==> config.mk <==
export PLATFORM = sky130hd
export DESIGN_NAME = cpu_test_sequencer_flat
export DESIGN_NICKNAME = d
export VERILOG_FILES = /design/src/rtl/cpu_seq_pkg.sv /design/src/rtl/cpu_test_sequencer_if.sv /design/src/rtl/seq_halt_detect.sv /design/src/rtl/cpu_test_sequencer.sv /design/src/flat_wrapper.sv
export SDC_FILE = /design/constraint.sdc
export NUM_CORES = 1
export LEC_CHECK = 0
export ABC_AREA = 1
export BUFFER_PORTS_ARGS = -buffer_cell sky130_fd_sc_hd__buf_4
export CORE_ASPECT_RATIO = 1.75
export CORE_MARGIN = 2
export CORE_UTILIZATION = 48
export CTS_BUF_LIST = sky130_fd_sc_hd__clkbuf_8
export DETAILED_ROUTE_END_ITERATION = 8
export GPL_TIMING_DRIVEN = 0
export PLACE_DENSITY = 0.82
export SLEW_MARGIN = 20
export SYNTH_ARGS = -nofsm -noshare
export SYNTH_HDL_FRONTEND = slang
export SYNTH_SLANG_ARGS = --single-unit
==> constraint.sdc <==
create_clock -name clk -period 5 [get_ports clk]
set_clock_uncertainty 0.15 [all_clocks]
set_input_delay 0.25 -clock clk [delete_from_list [all_inputs] [get_ports clk]]
set_output_delay 0.25 -clock clk [all_outputs]
set_load 0.01 [all_outputs]
==> src/rtl/cpu_seq_pkg.sv <==
// Shared definitions for the program-load-and-run sequencer: FSM state encoding,
// the pipelined_datapath opcode map and instruction field positions.
package cpu_seq_pkg;

    typedef enum logic [2:0] {
        StIdle  = 3'd0,
        StLoad  = 3'd1,
        StRun   = 3'd2,
        StRead  = 3'd3,
        StCheck = 3'd4,
        StDone  = 3'd5
    } seq_state_e;

    localparam logic [3:0] OpNop  = 4'b0000;
    localparam logic [3:0] OpAdd  = 4'b0100;
    localparam logic [3:0] OpInc  = 4'b0101;
    localparam logic [3:0] OpSub  = 4'b0111;
    localparam logic [3:0] OpJ    = 4'b1000;
    localparam logic [3:0] OpBrn  = 4'b1011;
    localparam logic [3:0] OpLd   = 4'b1110;
    localparam logic [3:0] OpSvpc = 4'b1111;

    localparam int unsigned OpcodeMsb = 31;
    localparam int unsigned OpcodeLsb = 28;
    localparam int unsigned RdMsb     = 27;
    localparam int unsigned RdLsb     = 22;
    localparam int unsigned RsMsb     = 21;
    localparam int unsigned RsLsb     = 16;
    localparam int unsigned RtMsb     = 15;
    localparam int unsigned RtLsb     = 10;

    // Assemble one instruction word; the low 10 bits carry an immediate / jump target.
    function automatic logic [31:0] make_instr(input logic [3:0] op, input logic [5:0] rd,
                                               input logic [5:0] rs, input logic [5:0] rt,
                                               input logic [9:0] imm);
        logic [31:0] w;
        w = '0;
        w[OpcodeMsb:OpcodeLsb] = op;
        w[RdMsb:RdLsb]         = rd;
        w[RsMsb:RsLsb]         = rs;
        w[RtMsb:RtLsb]         = rt;
        w[9:0]                 = imm;
        return w;
    endfunction

    function automatic logic [3:0] instr_opcode(input logic [31:0] w);
        return w[OpcodeMsb:OpcodeLsb];
    endfunction

endpackage

==> src/rtl/cpu_test_sequencer_if.sv <==
// Bus bundle between the sequencer and its environment: program load stream,
// instruction-memory write port, CPU reset/PC and register-file debug port.
interface cpu_test_sequencer_if #(
    parameter int unsigned IW = 32,
    parameter int unsigned AW = 8,
    parameter int unsigned DW = 32,
    parameter int unsigned RW = 6
);
    logic          ld_valid;
    logic          ld_ready;
    logic [IW-1:0] ld_data;

    logic          imem_we;
    logic [AW-1:0] imem_addr;
    logic [IW-1:0] imem_wdata;

    logic          cpu_rst;
    logic [AW-1:0] cpu_pc;

    logic [RW-1:0] dbg_raddr;
    logic [DW-1:0] dbg_rdata;

    // Sequencer side.
    modport master (
        input  ld_valid, ld_data, cpu_pc, dbg_rdata,
        output ld_ready, imem_we, imem_addr, imem_wdata, cpu_rst, dbg_raddr
    );

    // Host / CPU side.
    modport slave (
        output ld_valid, ld_data, cpu_pc, dbg_rdata,
        input  ld_ready, imem_we, imem_addr, imem_wdata, cpu_rst, dbg_raddr
    );

endinterface

==> src/rtl/seq_halt_detect.sv <==
// Halt detector: counts consecutive enabled cycles with pc == halt_pc and flags
// halt on the cycle the run reaches HALT_HOLD, giving the pipeline time to drain.
module seq_halt_detect #(
    parameter int unsigned AW        = 8,
    parameter int unsigned HALT_HOLD = 4
) (
    input  logic          clk,
    input  logic          reset,
    input  logic          clear,
    input  logic          enable,
    input  logic [AW-1:0] pc,
    input  logic [AW-1:0] halt_pc,
    output logic          halt
);

    localparam int unsigned HW = $clog2(HALT_HOLD + 1);
    localparam logic [HW-1:0] HoldMax = HW'(HALT_HOLD);

    logic [HW-1:0] hold_q, hold_d;
    logic          match;

    assign match = enable && (pc == halt_pc);

    // Next run length: reset on mismatch, saturate at HALT_HOLD.
    always_comb begin
        hold_d = hold_q;
        if (clear) begin
            hold_d = '0;
        end else if (enable) begin
            if (!match) begin
                hold_d = '0;
            end else if (hold_q != HoldMax) begin
                hold_d = hold_q + 1'b1;
            end
        end
    end

    assign halt = match && !clear && (hold_d == HoldMax);

    // Run-length register.
    always_ff @(posedge clk or posedge reset) begin
        if (reset) begin
            hold_q <= '0;
        end else begin
            hold_q <= hold_d;
        end
    end

endmodule

==> src/rtl/cpu_test_sequencer.sv <==
// Program-load-and-run controller for pipelined_datapath: streams a program into
// imem with the CPU held in reset, runs it until halt (PC hold) or cycle budget,
// reads one register through the debug port and reports pass/fail.
// Optional PC signature: define SEQ_PC_SIG_EN.
module cpu_test_sequencer
    import cpu_seq_pkg::*;
#(
    parameter int unsigned IW        = 32,
    parameter int unsigned AW        = 8,
    parameter int unsigned DW        = 32,
    parameter int unsigned RW        = 6,
    parameter int unsigned CW        = 16,
    parameter int unsigned HALT_HOLD = 4
) (
    input  logic                        clk,
    input  logic                        reset,
    input  logic                        start,
    input  logic [AW:0]                 load_len,
    input  logic [AW-1:0]               halt_pc,
    input  logic [CW-1:0]               max_cycles,
    input  logic [RW-1:0]               result_reg,
    input  logic [DW-1:0]               expected,
    cpu_test_sequencer_if.master        bus,
    output logic                        done,
    output logic                        pass,
    output logic                        timeout,
    output logic [DW-1:0]               result,
    output logic [CW-1:0]               cycle_count,
    output logic [31:0]                 pc_sig
);

    // Longest program that fits imem; larger load_len is clamped so addresses never wrap.
    localparam logic [AW:0] MaxWords = {1'b1, {AW{1'b0}}};

    seq_state_e state_q, state_d;

    logic          capture;
    logic          load_hs;
    logic          run_active;
    logic          halt_hit;
    logic          timeout_hit;

    logic [AW:0]   len_q;
    logic [AW:0]   word_cnt_q;
    logic [AW-1:0] halt_pc_q;
    logic [CW-1:0] max_q;
    logic [RW-1:0] result_reg_q;
    logic [DW-1:0] expected_q;
    logic [CW-1:0] cc_inc;

    logic          imem_we_q;
    logic [AW-1:0] imem_addr_q;
    logic [IW-1:0] imem_wdata_q;

    assign run_active  = (state_q == StRun);
    assign cc_inc      = (cycle_count == {CW{1'b1}}) ? cycle_count : cycle_count + 1'b1;
    // Compare against the post-increment count so max_cycles==0 expires on the first RUN cycle.
    assign timeout_hit = (cc_inc >= max_q);

    assign bus.imem_we    = imem_we_q;
    assign bus.imem_addr  = imem_addr_q;
    assign bus.imem_wdata = imem_wdata_q;

    seq_halt_detect #(
        .AW        (AW),
        .HALT_HOLD (HALT_HOLD)
    ) u_halt_detect (
        .clk     (clk),
        .reset   (reset),
        .clear   (capture),
        .enable  (run_active),
        .pc      (bus.cpu_pc),
        .halt_pc (halt_pc_q),
        .halt    (halt_hit)
    );

    // State register.
    always_ff @(posedge clk or posedge reset) begin
        if (reset) begin
            state_q <= StIdle;
        end else begin
            state_q <= state_d;
        end
    end

    // Next-state decode and state-derived outputs.
    always_comb begin
        state_d       = state_q;
        capture       = 1'b0;
        load_hs       = 1'b0;
        bus.cpu_rst   = 1'b1;
        bus.ld_ready  = 1'b0;
        bus.dbg_raddr = '0;
        done          = 1'b0;
        unique case (state_q)
            StIdle, StDone: begin
                done = (state_q == StDone);
                if (start) begin
                    capture = 1'b1;
                    state_d = (load_len == '0) ? StRun : StLoad;
                end
            end
            StLoad: begin
                bus.ld_ready = 1'b1;
                if (bus.ld_valid) begin
                    load_hs = 1'b1;
                    if ((word_cnt_q + 1'b1) == len_q) begin
                        state_d = StRun;
                    end
                end
            end
            StRun: begin
                bus.cpu_rst = 1'b0;
                if (halt_hit || timeout_hit) begin
                    state_d = StRead;
                end
            end
            StRead: begin
                bus.cpu_rst   = 1'b0;
                bus.dbg_raddr = result_reg_q;
                state_d       = StCheck;
            end
            StCheck: begin
                bus.cpu_rst = 1'b0;
                state_d     = StDone;
            end
            default: begin
                state_d = StIdle;
            end
        endcase
    end

    // Configuration capture, imem write port, run counters and verdict.
    always_ff @(posedge clk or posedge reset) begin
        if (reset) begin
            len_q        <= '0;
            word_cnt_q   <= '0;
            halt_pc_q    <= '0;
            max_q        <= '0;
            result_reg_q <= '0;
            expected_q   <= '0;
            imem_we_q    <= 1'b0;
            imem_addr_q  <= '0;
            imem_wdata_q <= '0;
            cycle_count  <= '0;
            timeout      <= 1'b0;
            pass         <= 1'b0;
            result       <= '0;
        end else begin
            imem_we_q <= load_hs;
            if (capture) begin
                len_q        <= (load_len > MaxWords) ? MaxWords : load_len;
                halt_pc_q    <= halt_pc;
                max_q        <= max_cycles;
                result_reg_q <= result_reg;
                expected_q   <= expected;
                word_cnt_q   <= '0;
                cycle_count  <= '0;
                timeout      <= 1'b0;
                pass         <= 1'b0;
            end
            if (load_hs) begin
                imem_addr_q  <= word_cnt_q[AW-1:0];
                imem_wdata_q <= bus.ld_data;
                word_cnt_q   <= word_cnt_q + 1'b1;
            end
            if (run_active) begin
                cycle_count <= cc_inc;
                // A halt on the same cycle as budget expiry is a clean halt.
                if (halt_hit || timeout_hit) begin
                    timeout <= !halt_hit;
                end
            end
            if (state_q == StCheck) begin
                result <= bus.dbg_rdata;
                pass   <= (bus.dbg_rdata == expected_q) && !timeout;
            end
        end
    end

`ifdef SEQ_PC_SIG_EN
    // Rotate-XOR signature of the fetch PC over every RUN cycle.
    always_ff @(posedge clk or posedge reset) begin
        if (reset) begin
            pc_sig <= '0;
        end else if (capture) begin
            pc_sig <= '0;
        end else if (run_active) begin
            pc_sig <= {pc_sig[30:0], pc_sig[31]} ^ 32'(bus.cpu_pc);
        end
    end
`else
    assign pc_sig = '0;
`endif

endmodule

==> src/flat_wrapper.sv <==
// flat-port wrapper written by rule: the top's interface ports become plain ports
module cpu_test_sequencer_flat import cpu_seq_pkg::*;
#(
    parameter int unsigned IW        = 32,
    parameter int unsigned AW        = 8,
    parameter int unsigned DW        = 32,
    parameter int unsigned RW        = 6,
    parameter int unsigned CW        = 16,
    parameter int unsigned HALT_HOLD = 4
)
  (clk, reset, start, load_len, halt_pc, max_cycles, result_reg, expected, done, pass, timeout, result, cycle_count, pc_sig, bus_ld_valid, bus_ld_data, bus_cpu_pc, bus_dbg_rdata, bus_ld_ready, bus_imem_we, bus_imem_addr, bus_imem_wdata, bus_cpu_rst, bus_dbg_raddr);
  cpu_test_sequencer_if #(.IW(IW), .AW(AW), .DW(DW), .RW(RW)) bus_i ();
  input  logic clk;
  input  logic reset;
  input  logic start;
  input  logic [AW:0] load_len;
  input  logic [AW-1:0] halt_pc;
  input  logic [CW-1:0] max_cycles;
  input  logic [RW-1:0] result_reg;
  input  logic [DW-1:0] expected;
  output logic done;
  output logic pass;
  output logic timeout;
  output logic [DW-1:0] result;
  output logic [CW-1:0] cycle_count;
  output logic [31:0] pc_sig;
  input wire logic [$bits(bus_i.ld_valid)-1:0] bus_ld_valid;
  input wire logic [$bits(bus_i.ld_data)-1:0] bus_ld_data;
  input wire logic [$bits(bus_i.cpu_pc)-1:0] bus_cpu_pc;
  input wire logic [$bits(bus_i.dbg_rdata)-1:0] bus_dbg_rdata;
  output wire logic [$bits(bus_i.ld_ready)-1:0] bus_ld_ready;
  output wire logic [$bits(bus_i.imem_we)-1:0] bus_imem_we;
  output wire logic [$bits(bus_i.imem_addr)-1:0] bus_imem_addr;
  output wire logic [$bits(bus_i.imem_wdata)-1:0] bus_imem_wdata;
  output wire logic [$bits(bus_i.cpu_rst)-1:0] bus_cpu_rst;
  output wire logic [$bits(bus_i.dbg_raddr)-1:0] bus_dbg_raddr;
  assign bus_i.ld_valid = bus_ld_valid;
  assign bus_i.ld_data = bus_ld_data;
  assign bus_i.cpu_pc = bus_cpu_pc;
  assign bus_i.dbg_rdata = bus_dbg_rdata;
  assign bus_ld_ready = bus_i.ld_ready;
  assign bus_imem_we = bus_i.imem_we;
  assign bus_imem_addr = bus_i.imem_addr;
  assign bus_imem_wdata = bus_i.imem_wdata;
  assign bus_cpu_rst = bus_i.cpu_rst;
  assign bus_dbg_raddr = bus_i.dbg_raddr;
  cpu_test_sequencer #(.IW(IW), .AW(AW), .DW(DW), .RW(RW), .CW(CW), .HALT_HOLD(HALT_HOLD)) u_core (.clk(clk), .reset(reset), .start(start), .load_len(load_len), .halt_pc(halt_pc), .max_cycles(max_cycles), .result_reg(result_reg), .expected(expected), .bus(bus_i), .done(done), .pass(pass), .timeout(timeout), .result(result), .cycle_count(cycle_count), .pc_sig(pc_sig));
endmodule
==> impl_metrics.json, run 1 <==
{
  "dp_slack_ps": 1780,
  "worst_pin_slew_ps": 796,
  "pwr-share-clk_pct": 16.9,
  "num_io_pins": 279,
  "synth_top_area_share_pct": 50.6,
  "path_max_fanout": 4,
  "period_minus_slack_ps": 3330,
  "crit_family": "simple AND/OR/NAND/NOR gates",
  "cts_inserted_buffers": 17,
  "grt_max_degree": 35,
  "r2r_end": "u_core.state_q[2]$_DFFE_PP0P_",
  "power_frac_seq_pct": 39.5,
  "synth-edff-count": 0,
  "cp.buffers_inverters": 1,
  "peakVddDrop_v": 0.000303,
  "p_sw_mw": 2.41,
  "internal_power_mw": 3.53,
  "cp.depth": 16,
  "ys_types": 44,
  "cp_cell_sequence": "inv_1, nor3_4, nand4_1, nor3_2, nand4_1, and2_1, ha_1, nand2_1, nor4_1, nand2_1, nand3_1, nor2_1, nand2_1, nand3_1, nand2_1, nand2_1",
  "reg2regPathDepth": 16,
  "antenna_found_initial": 1,
  "initial_core_util_pct": 48.7,
  "drv_slew": 0,
  "core-area_sq_um": 18000,
  "fin_nets": 1659,
  "wirelength_um": 28200,
  "yosysSeqAreaShare_pct": 50.6,
  "htreeDepth": 4,
  "syn_inst": 1053,
  "finalHoldViolations": 0,
  "overflow": 0,
  "slowest_delay_ps": 460,
  "hold_path_class": "input port to flop",
  "drtIter0Drc": 492,
  "critical-path-slowest-cell": "dfrtp_1",
  "die-height_um": 183,
  "finalInstanceArea_sq_um": 12900,
  "dp.final_hpwl_um": 19100,
  "comb_power_share_pct": 43.6,
  "dieArea_sq_um": 19400,
  "dieWidth_um": 106,
  "setup_viol": 0,
  "p_per_area_nw_per_um2": 461,
  "areaGrowthSynthToFinish_pct": 47.4,
  "tritoncts": "yes",
  "synth_area_sq_um": 8750,
  "grt_pass1_wl_um": 45200,
  "cap_violations": 0,
  "drc": 0,
  "worstSkewPairLatency_ps": 470,
  "ff2ff_setup_slack_ps": 1680,
  "clock_path_buffers": 2,
  "slew_headroom_pct": 47.0,
  "drive_gt1_share_pct": 24.7,
  "worstPathArrival_ps": 3540,
  "vias": 8848,
  "crit_type": "flop to flop",
  "ys.flop_type": "dfrtp_1",
  "grt_use_total_pct": 29.7,
  "worstSetupStartpointType": "flop",
  "synth_top_area_cell": "dfrtp_1",
  "viasPerCell": 5.09,
  "p_leak_nw": 6.70,
  "cp_common_cell": "nand2_1",
  "synth_commonest_cells": "365 x nand2_1, 177 x dfrtp_1, 110 x inv_1",
  "antenna_left": 0,
  "rows": 65,
  "postPlaceCellArea_sq_um": 11100,
  "synth.yosys.warnings": 0,
  "avgSynthCellArea_sq_um": 8.31,
  "place_congestion": 0.908,
  "synthArstFlopShare_pct": 100,
  "root_buffer": "clkbuf_8",
  "status": "finished clean",
  "worst_hold_slack_ps": 22.7,
  "end_kind": "flop",
  "first_pass_iters": 5,
  "setup_slack_ps": 1680,
  "ys_ff_latch": 177,
  "utilization_pct": 71.8,
  "max_freq_ghz": 0.301,
  "io_buffers": 246,
  "grt_pass1_vias": 9289,
  "synth_most_common_cell": "nand2_1",
  "finalCritPeriodShare_pct": 66.5,
  "synth_top_cells_by_area": "dfrtp_1 51%, nand2_1 16%, o21ai_0 5.0%",
  "switching_share_pct": 40.6,
  "crit_end": "u_core.state_q[2]$_DFFE_PP0P_",
  "worstReg2RegStart": "u_core.cycle_count[0]$_DFFE_PP0P_",
  "rsz0062_at_grt": "no",
  "critPathLaunch": "u_core.cycle_count[0]$_DFFE_PP0P_",
  "fin_tns_setup_ps": 0,
  "cts_num_sinks": 177,
  "post_drt_wl_per_cell_um": 16.2,
  "clk_pin_slew_ps": 100,
  "worstPathRequired_ps": 5210
}
==> cells in the final DEF (no fill, tap or decap), drive strengths merged <==
cell type      n
or2            1
ha            20
dlygate4sd3  137
nand3         42
dfrtp        177
a211oi         1
o21a           2
xnor2         10
bufinv         1
nand3b         2
a221oi         2
o221ai         1
mux2          16
nor4           8
o2111ai        4
clkbuf        32
o21ai         92
a21oi         17
conb          32
clkinvlp       3
nand4          5
nor2          54
inv          122
clkinv         4
buf          300
nor3          11
o21bai         1
xor2          20
diode          1
and2           4
o31ai          1
a22o           2
nand2        368
o22ai         13
==> what timing repair did <==
item	CTS	global route
hold endpoints to repair	196	0
hold buffers	137	0
setup buffers	0	0
gates resized for setup	0	0
==> metrics by stage <==
step                power [mW]  std cells
global placement          4.68       1564
floorplan                 3.73       1084
finish                    5.94       1740
global route              6.36       1740
CTS                       5.87       1739
detailed placement        4.78       1570
==> cells by family (layout without fill, tap and decap cells) <==
kind of cell	after synthesis	in the layout	share of synthesized area [%]
muxes	16	16	2.06
and+or+nand+nor	495	495	23.6
DFF	177	177	50.6
xor gates and xnor gates	30	30	3.09
adders and majority gates	20	20	2.86
other	1	33	0.0428
AOI/OAI and AO/OA	136	136	8.49
buffers and inverters	178	599	9.25
==> layout make-up <==
cell class              count  area (sq um)
fillers                  1307          5070
multi-input cells         729          3630
repair buffers            389          3350
flip-flops and latches    177          4430
well taps                 234           293
clock inverters            14           141
inverters                 116           439
clock buffers              18           248
plain buffers              62           374
diodes                      1          2.50
==> power groups by stage <==
stage	logic, mW	registers, mW	clock network [mW]
after detailed placement	2.43	2.35	0
after floorplan	1.31	2.42	0
after global placement	2.35	2.32	0
after CTS	2.53	2.32	1.02
after global routing	2.88	2.41	1.08
final	2.59	2.35	1.00
==> tightest hold or removal path, stage by stage <==
cell and delay [ps]:
buf_4 120, nor2_1 110, nor2_1 120
==> per-layer routing <==
metal | GRT usage [%] | part of all wire, % | vias to the layer above
met5 | 0 | 0 | -
met1 | 30.7 | 35 | 4177
met2 | 55.3 | 53 | 401
met3 | 6.57 | 6.3 | 105
met4 | 15.4 | 4.9 | 0
li1 | - | - | 4165
==> worst min path at each step <==
stage	startpoint	end	depth (start not counted)
after detailed placement	reset	u_core.result[30]$_DFFE_PP0P_	2
after floorplan	expected[0]	u_core.expected_q[0]$_DFFE_PP0P_	2
final	load_len[8]	u_core.len_q[8]$_DFFE_PP0P_	3
after global routing	load_len[8]	u_core.len_q[8]$_DFFE_PP0P_	3
after global placement	expected[6]	u_core.expected_q[6]$_DFFE_PP0P_	3
after CTS	load_len[8]	u_core.len_q[8]$_DFFE_PP0P_	3
Power figures use the tool's default switching activity.
==> run 2: changes to the inputs <==
==> constraint.sdc (replaced) <==
create_clock -name clk -period 2.75 [get_ports clk]
set_clock_uncertainty 0.15 [all_clocks]
set_input_delay 0.1375 -clock clk [delete_from_list [all_inputs] [get_ports clk]]
set_output_delay 0.1375 -clock clk [all_outputs]
set_load 0.01 [all_outputs]
==> impl_metrics.json, run 2 (synthesized netlist as in run 1, its figures left out) <==
{
  "io_buffers": 246,
  "cp_cell_sequence": "inv_4, nor3_4, nand4_1, nor3_4, xor2_1, nand2_1, ha_4, nand2_4, nor4_4, nand2_1, nand3_2, nor2_2, nand2_2, nand3_2, nand2_1, nand2_1",
  "grt_pass1_vias": 9643,
  "crit_family": "simple AND/OR/NAND/NOR gates",
  "antenna_left": 0,
  "hp-start": "bus_cpu_pc[4]",
  "fin_nets": 1696,
  "rsz0062_at_grt": "yes",
  "clk_pin_slew_ps": 90,
  "overflow": 0,
  "worstPathArrival_ps": 3160,
  "die-height_um": 183,
  "setup_viol": 5,
  "drc": 0,
  "status": "complete, but fails checks",
  "final_cell_mix": "357 x nand2_1, 299 x buf_4, 173 x dfrtp_1",
  "initial_core_util_pct": 48.7,
  "worstSetupStartpointType": "flop",
  "p_per_area_nw_per_um2": 825,
  "viasPerCell": 5.16,
  "slew_headroom_pct": 52.8,
  "finalCritPeriodShare_pct": 107,
  "worst_hold_slack_ps": 65.4,
  "r2r_end": "u_core.state_q[2]$_DFFE_PP0P_",
  "hold-path-endpoint": "u_core.u_halt_detect.hold_q[2]$_DFF_PP0_",
  "worstReg2RegStart": "u_core.cycle_count[1]$_DFFE_PP0P_",
  "period_minus_slack_ps": 2950,
  "fin_tns_setup_ps": -610,
  "cp_common_cell": "nand2_1",
  "dieArea_sq_um": 19400,
  "hold_path_depth": 8,
  "rows": 65,
  "cp.buffers_inverters": 1,
  "root_buffer": "clkbuf_8",
  "core-area_sq_um": 18000,
  "crit_type": "flop to flop",
  "cts_num_sinks": 177,
  "drv_slew": 0,
  "hold_path_class": "input port to flop",
  "clock_path_buffers": 2,
  "utilization_pct": 74.8,
  "grt_use_total_pct": 30.9,
  "grt_pass1_wl_um": 46700,
  "areaGrowthSynthToFinish_pct": 53.7,
  "tritoncts": "yes",
  "setup_slack_ps": -204,
  "worstSkewPairLatency_ps": 470,
  "peakVddDrop_v": 0.000550,
  "cts_inserted_buffers": 17,
  "htreeDepth": 4,
  "worstPathRequired_ps": 2960,
  "slowest_delay_ps": 420,
  "antenna_found_initial": 1,
  "wirelength_um": 29800,
  "post_drt_wl_per_cell_um": 16.8,
  "drive_gt1_share_pct": 27.7,
  "cap_violations": 0,
  "end_kind": "flop",
  "first_pass_iters": 5,
  "critical-path-slowest-cell": "dfrtp_2",
  "vias": 9168,
  "drtIter0Drc": 579,
  "num_io_pins": 279,
  "max_freq_ghz": 0.339,
  "finalHoldViolations": 0,
  "dp.final_hpwl_um": 19300,
  "place_congestion": 0.893,
  "p_leak_nw": 6.92,
  "grt_max_degree": 36,
  "failed_checks": "negative setup slack",
  "worst_pin_slew_ps": 709,
  "dieWidth_um": 106,
  "ff2ff_setup_slack_ps": -200,
  "path_max_fanout": 4,
  "reg2regPathDepth": 16,
  "final_common_cell": "nand2_1"
}
run 2: final cells by class:
cell class | instances | area, sq um
Sequential cell | 177 | 4430
Fill cell | 1200 | 4520
Clock inverter | 13 | 124
Inverter | 116 | 444
Antenna cell | 1 | 2.50
Timing Repair Buffer | 427 | 3690
Tap cell | 234 | 293
Buffer | 61 | 378
Clock buffer | 19 | 262
Multi-Input combinational cell | 729 | 3830
run 2: per-stage QoR:
| step | total power, mW | setup slack [ps] | cell area (sq um) | cells |
|---|---|---|---|---|
| 2_1_floorplan | 6.79 | -38.0 | 8880 | 1084 |
| 3_3_place_gp | 8.51 | -908 | 11000 | 1564 |
| 3_5_place_dp | 8.71 | -400 | 11200 | 1570 |
| 4_1_cts | 10.8 | -136 | 13300 | 1769 |
| 5_1_grt | 11.8 | -363 | 13400 | 1777 |
| 6_report | 11.1 | -204 | 13400 | 1777 |
run 2: power breakdown:
group | internal [mW] | switching (mW) | total [mW] | leakage [nW]
Sequential | 3.65 | 0.645 | 4.29 | 2.24
Clock | 0.782 | 1.02 | 1.80 | 0.201
Combinational | 2.17 | 2.83 | 5.00 | 4.49
run 2: worst reg2reg max path, delay by kind of cell (launching register included):
kind	cells	cell delay, ps
AND/OR/NAND/NOR	13	1730
XOR/XNOR	1	190
buffers and inverters	1	60
flip-flops	1	420
adder cells (fa/ha/maj)	1	300
run 2: worst max-delay path by stage:
stage                                            startpoint  cells past startpoint  slack (ps)                            endpoint
after floorplan           u_core.cycle_count[0]$_DFFE_PP0P_                     19         -40       u_core.state_q[2]$_DFFE_PP0P_
after global placement                                reset                      2        -910  u_core.cycle_count[12]$_DFFE_PP0P_
after detailed placement  u_core.cycle_count[0]$_DFFE_PP0P_                     17        -400       u_core.state_q[2]$_DFFE_PP0P_
after CTS                 u_core.cycle_count[1]$_DFFE_PP0P_                     17        -140       u_core.state_q[2]$_DFFE_PP0P_
after global routing      u_core.cycle_count[1]$_DFFE_PP0P_                     16        -360       u_core.state_q[2]$_DFFE_PP0P_
final                     u_core.cycle_count[1]$_DFFE_PP0P_                     16        -200       u_core.state_q[2]$_DFFE_PP0P_
run 2: timing repair:
item | CTS | global route
hold buffers | 153 | 0
setup endpoints to repair | 4 | 9
gates resized for setup | 27 | 23
pin swaps | 19 | 17
buffers inserted | 14 | 8
hold endpoints to repair | 209 | 0
run 2: per-layer routing:
metal / global-route usage [%] / share of wire (%) / up-vias
met5: 0 / 0 / -
met2: 55.9 / 52 / 468
met3: 5.57 / 6.1 / 154
li1: - / - / 4230
met1: 31.8 / 35 / 4316
met4: 21.2 / 6.6 / 0
==> run 3: changes to the inputs <==
--- a/config.mk
+++ b/config.mk
@@ -9,11 +9,11 @@
 export BUFFER_PORTS_ARGS = -buffer_cell sky130_fd_sc_hd__buf_4
 export CORE_ASPECT_RATIO = 1.75
 export CORE_MARGIN = 2
-export CORE_UTILIZATION = 48
+export CORE_UTILIZATION = 57
 export CTS_BUF_LIST = sky130_fd_sc_hd__clkbuf_8
 export DETAILED_ROUTE_END_ITERATION = 8
 export GPL_TIMING_DRIVEN = 0
-export PLACE_DENSITY = 0.82
+export PLACE_DENSITY = 0.91
 export SLEW_MARGIN = 20
 export SYNTH_ARGS = -nofsm -noshare
 export SYNTH_HDL_FRONTEND = slang
==> constraint.sdc (replaced) <==
create_clock -name clk -period 3.6 [get_ports clk]
set_clock_uncertainty 0.15 [all_clocks]
set_input_delay 0.18 -clock clk [delete_from_list [all_inputs] [get_ports clk]]
set_output_delay 0.18 -clock clk [all_outputs]
set_load 0.01 [all_outputs]
==> impl_metrics.json, run 3 (synthesized netlist as in run 1, its figures left out) <==
{
  "pwr-share-clk_pct": 15.9,
  "peakVddDrop_v": 0.000443,
  "initial_core_util_pct": 57.7,
  "rows": 60,
  "worstSkewPairLatency_ps": 480,
  "areaGrowthSynthToFinish_pct": 47.3,
  "antenna_left": 0,
  "dieWidth_um": 97.7,
  "drtIter0Drc": 831,
  "path_max_fanout": 4,
  "internal_power_mw": 4.85,
  "fin_tns_setup_ps": 0,
  "setup_slack_ps": 232,
  "fin_total_pwr_mw": 8.58,
  "grt_max_degree": 36,
  "crit_family": "simple AND/OR/NAND/NOR gates",
  "fillCellCount": 772,
  "fin_nets": 1667,
  "finalHoldViolations": 0,
  "p_sw_mw": 3.73,
  "grt_pass1_wl_um": 52400,
  "overflow": 0,
  "viasPerCell": 5.71,
  "cp.buffers_inverters": 1,
  "clk_pin_slew_ps": 100,
  "rsz0062_at_grt": "no",
  "slowest_delay_ps": 440,
  "root_buffer": "clkbuf_8",
  "post_drt_wl_per_cell_um": 19.6,
  "cts_num_sinks": 177,
  "final_cell_mix": "365 x nand2_1, 278 x buf_4, 177 x dfrtp_1",
  "status": "finished clean",
  "dieArea_sq_um": 16400,
  "dp_slack_ps": 256,
  "worst_pin_slew_ps": 725,
  "tritoncts": "yes",
  "place_congestion": 0.905,
  "hold_path_class": "input port to flop",
  "io_buffers": 246,
  "first_pass_iters": 6,
  "cap_violations": 0,
  "worstSetupStartpointType": "flop",
  "slew_headroom_pct": 51.7,
  "end_kind": "flop",
  "power_frac_seq_pct": 39.2,
  "crit_type": "flop to flop",
  "ff2ff_setup_slack_ps": 230,
  "drive_gt1_share_pct": 24.5,
  "cp_common_cell": "nand2_1",
  "antenna_found_initial": 2,
  "grt_use_total_pct": 40.6,
  "p_leak_nw": 6.71,
  "core-area_sq_um": 15200,
  "grt_pass1_vias": 10331,
  "switching_share_pct": 43.4,
  "cp_cell_sequence": "inv_1, nor3_4, nand4_1, nor3_2, nand4_1, and2_1, ha_1, nand2_1, nor4_2, nand2_1, nand3_1, nor2_1, nand2_1, nand3_1, nand2_1, nand2_1",
  "drc": 0,
  "wirelength_um": 33300,
  "die-height_um": 168,
  "utilization_pct": 85.0,
  "vias": 9709,
  "critical-path-slowest-cell": "dfrtp_1",
  "p_per_area_nw_per_um2": 665,
  "num_io_pins": 279,
  "worstPathRequired_ps": 3810,
  "dp.final_hpwl_um": 19500,
  "clock_path_buffers": 2,
  "drv_slew": 0,
  "cts_inserted_buffers": 17,
  "comb_power_share_pct": 45.0,
  "htreeDepth": 4,
  "setup_viol": 0,
  "worstPathArrival_ps": 3580,
  "post-cts-setup-buffers": 0,
  "max_freq_ghz": 0.297,
  "final_common_cell": "nand2_1",
  "finalCritPeriodShare_pct": 93.5,
  "period_minus_slack_ps": 3370
}
## run 3: power by group through the flow
stage / logic, mW / clock network, mW / registers (mW)
floorplan: 1.82 / 0 / 3.37
global placement: 3.23 / 0 / 3.23
detailed placement: 3.38 / 0 / 3.28
CTS: 3.56 / 1.35 / 3.24
global route: 4.18 / 1.43 / 3.41
finish: 3.86 / 1.36 / 3.36
## run 3: metal layers
| layer | part of all wire (%) | GRT usage [%] | vias to the layer above |
|---|---|---|---|
| li1 | - | - | 4175 |
| met1 | 32 | 41.4 | 4514 |
| met2 | 52 | 72.9 | 764 |
| met3 | 8.5 | 8.92 | 256 |
| met4 | 7.9 | 27.8 | 0 |
| met5 | 0 | 0 | - |
## run 3: per-stage QoR
stage               std cells  instance area, sq um  hold slack (ps)
global route             1700                 12900             36.7
finish                   1701                 12900             14.7
CTS                      1699                 12900             7.75
floorplan                1084                  8870              140
detailed placement       1521                 11100              150
global placement         1516                 11000              225
## run 3: worst reg2reg max path: cells and delay by family, from the launching register on
family                   cells  cell delay [ps]
adder cells (fa/ha/maj)      1              290
AND/OR/NAND/NOR             14             2240
buffers and inverters        1              130
flip-flops                   1              440
## run 3: area by class of cell
class / count / area [sq um] / area share (%)
Multi-Input combinational cell: 729 / 3640 / 28.2
Clock inverter: 15 / 138 / 1.07
Clock buffer: 17 / 234 / 1.81
Antenna cell: 2 / 5.00 / 0.0388
Timing Repair Buffer: 397 / 3410 / 26.4
Inverter: 116 / 439 / 3.41
Sequential cell: 177 / 4430 / 34.3
Buffer: 62 / 374 / 2.90
Tap cell: 186 / 233 / 1.80
## run 3: repair_timing
| action | 4_1_cts | 5_1_grt |
|---|---|---|
| gates resized for setup | 0 | 1 |
| setup endpoints to repair | 0 | 2 |
| hold buffers | 146 | 0 |
| endpoints found under the hold margin | 159 | 0 |
## run 3: final timing paths
kind	startpoint	endpoint	depth (start not counted)
max in group asynchronous	reset	u_core.max_q[6]$_DFFE_PP0P_	5
worst min register to register	u_core.bus.imem_wdata[1]$_DFFE_PP0P_	u_core.bus.imem_wdata[1]$_DFFE_PP0P_	2
min in group asynchronous	reset	u_core.result[30]$_DFFE_PP0P_	3
worst max register to register	u_core.cycle_count[0]$_DFFE_PP0P_	u_core.state_q[2]$_DFFE_PP0P_	16
worst min-delay path	bus_cpu_pc[2]	u_core.u_halt_detect.hold_q[0]$_DFF_PP0_	6
worst max-delay path	u_core.cycle_count[0]$_DFFE_PP0P_	u_core.state_q[2]$_DFFE_PP0P_	16
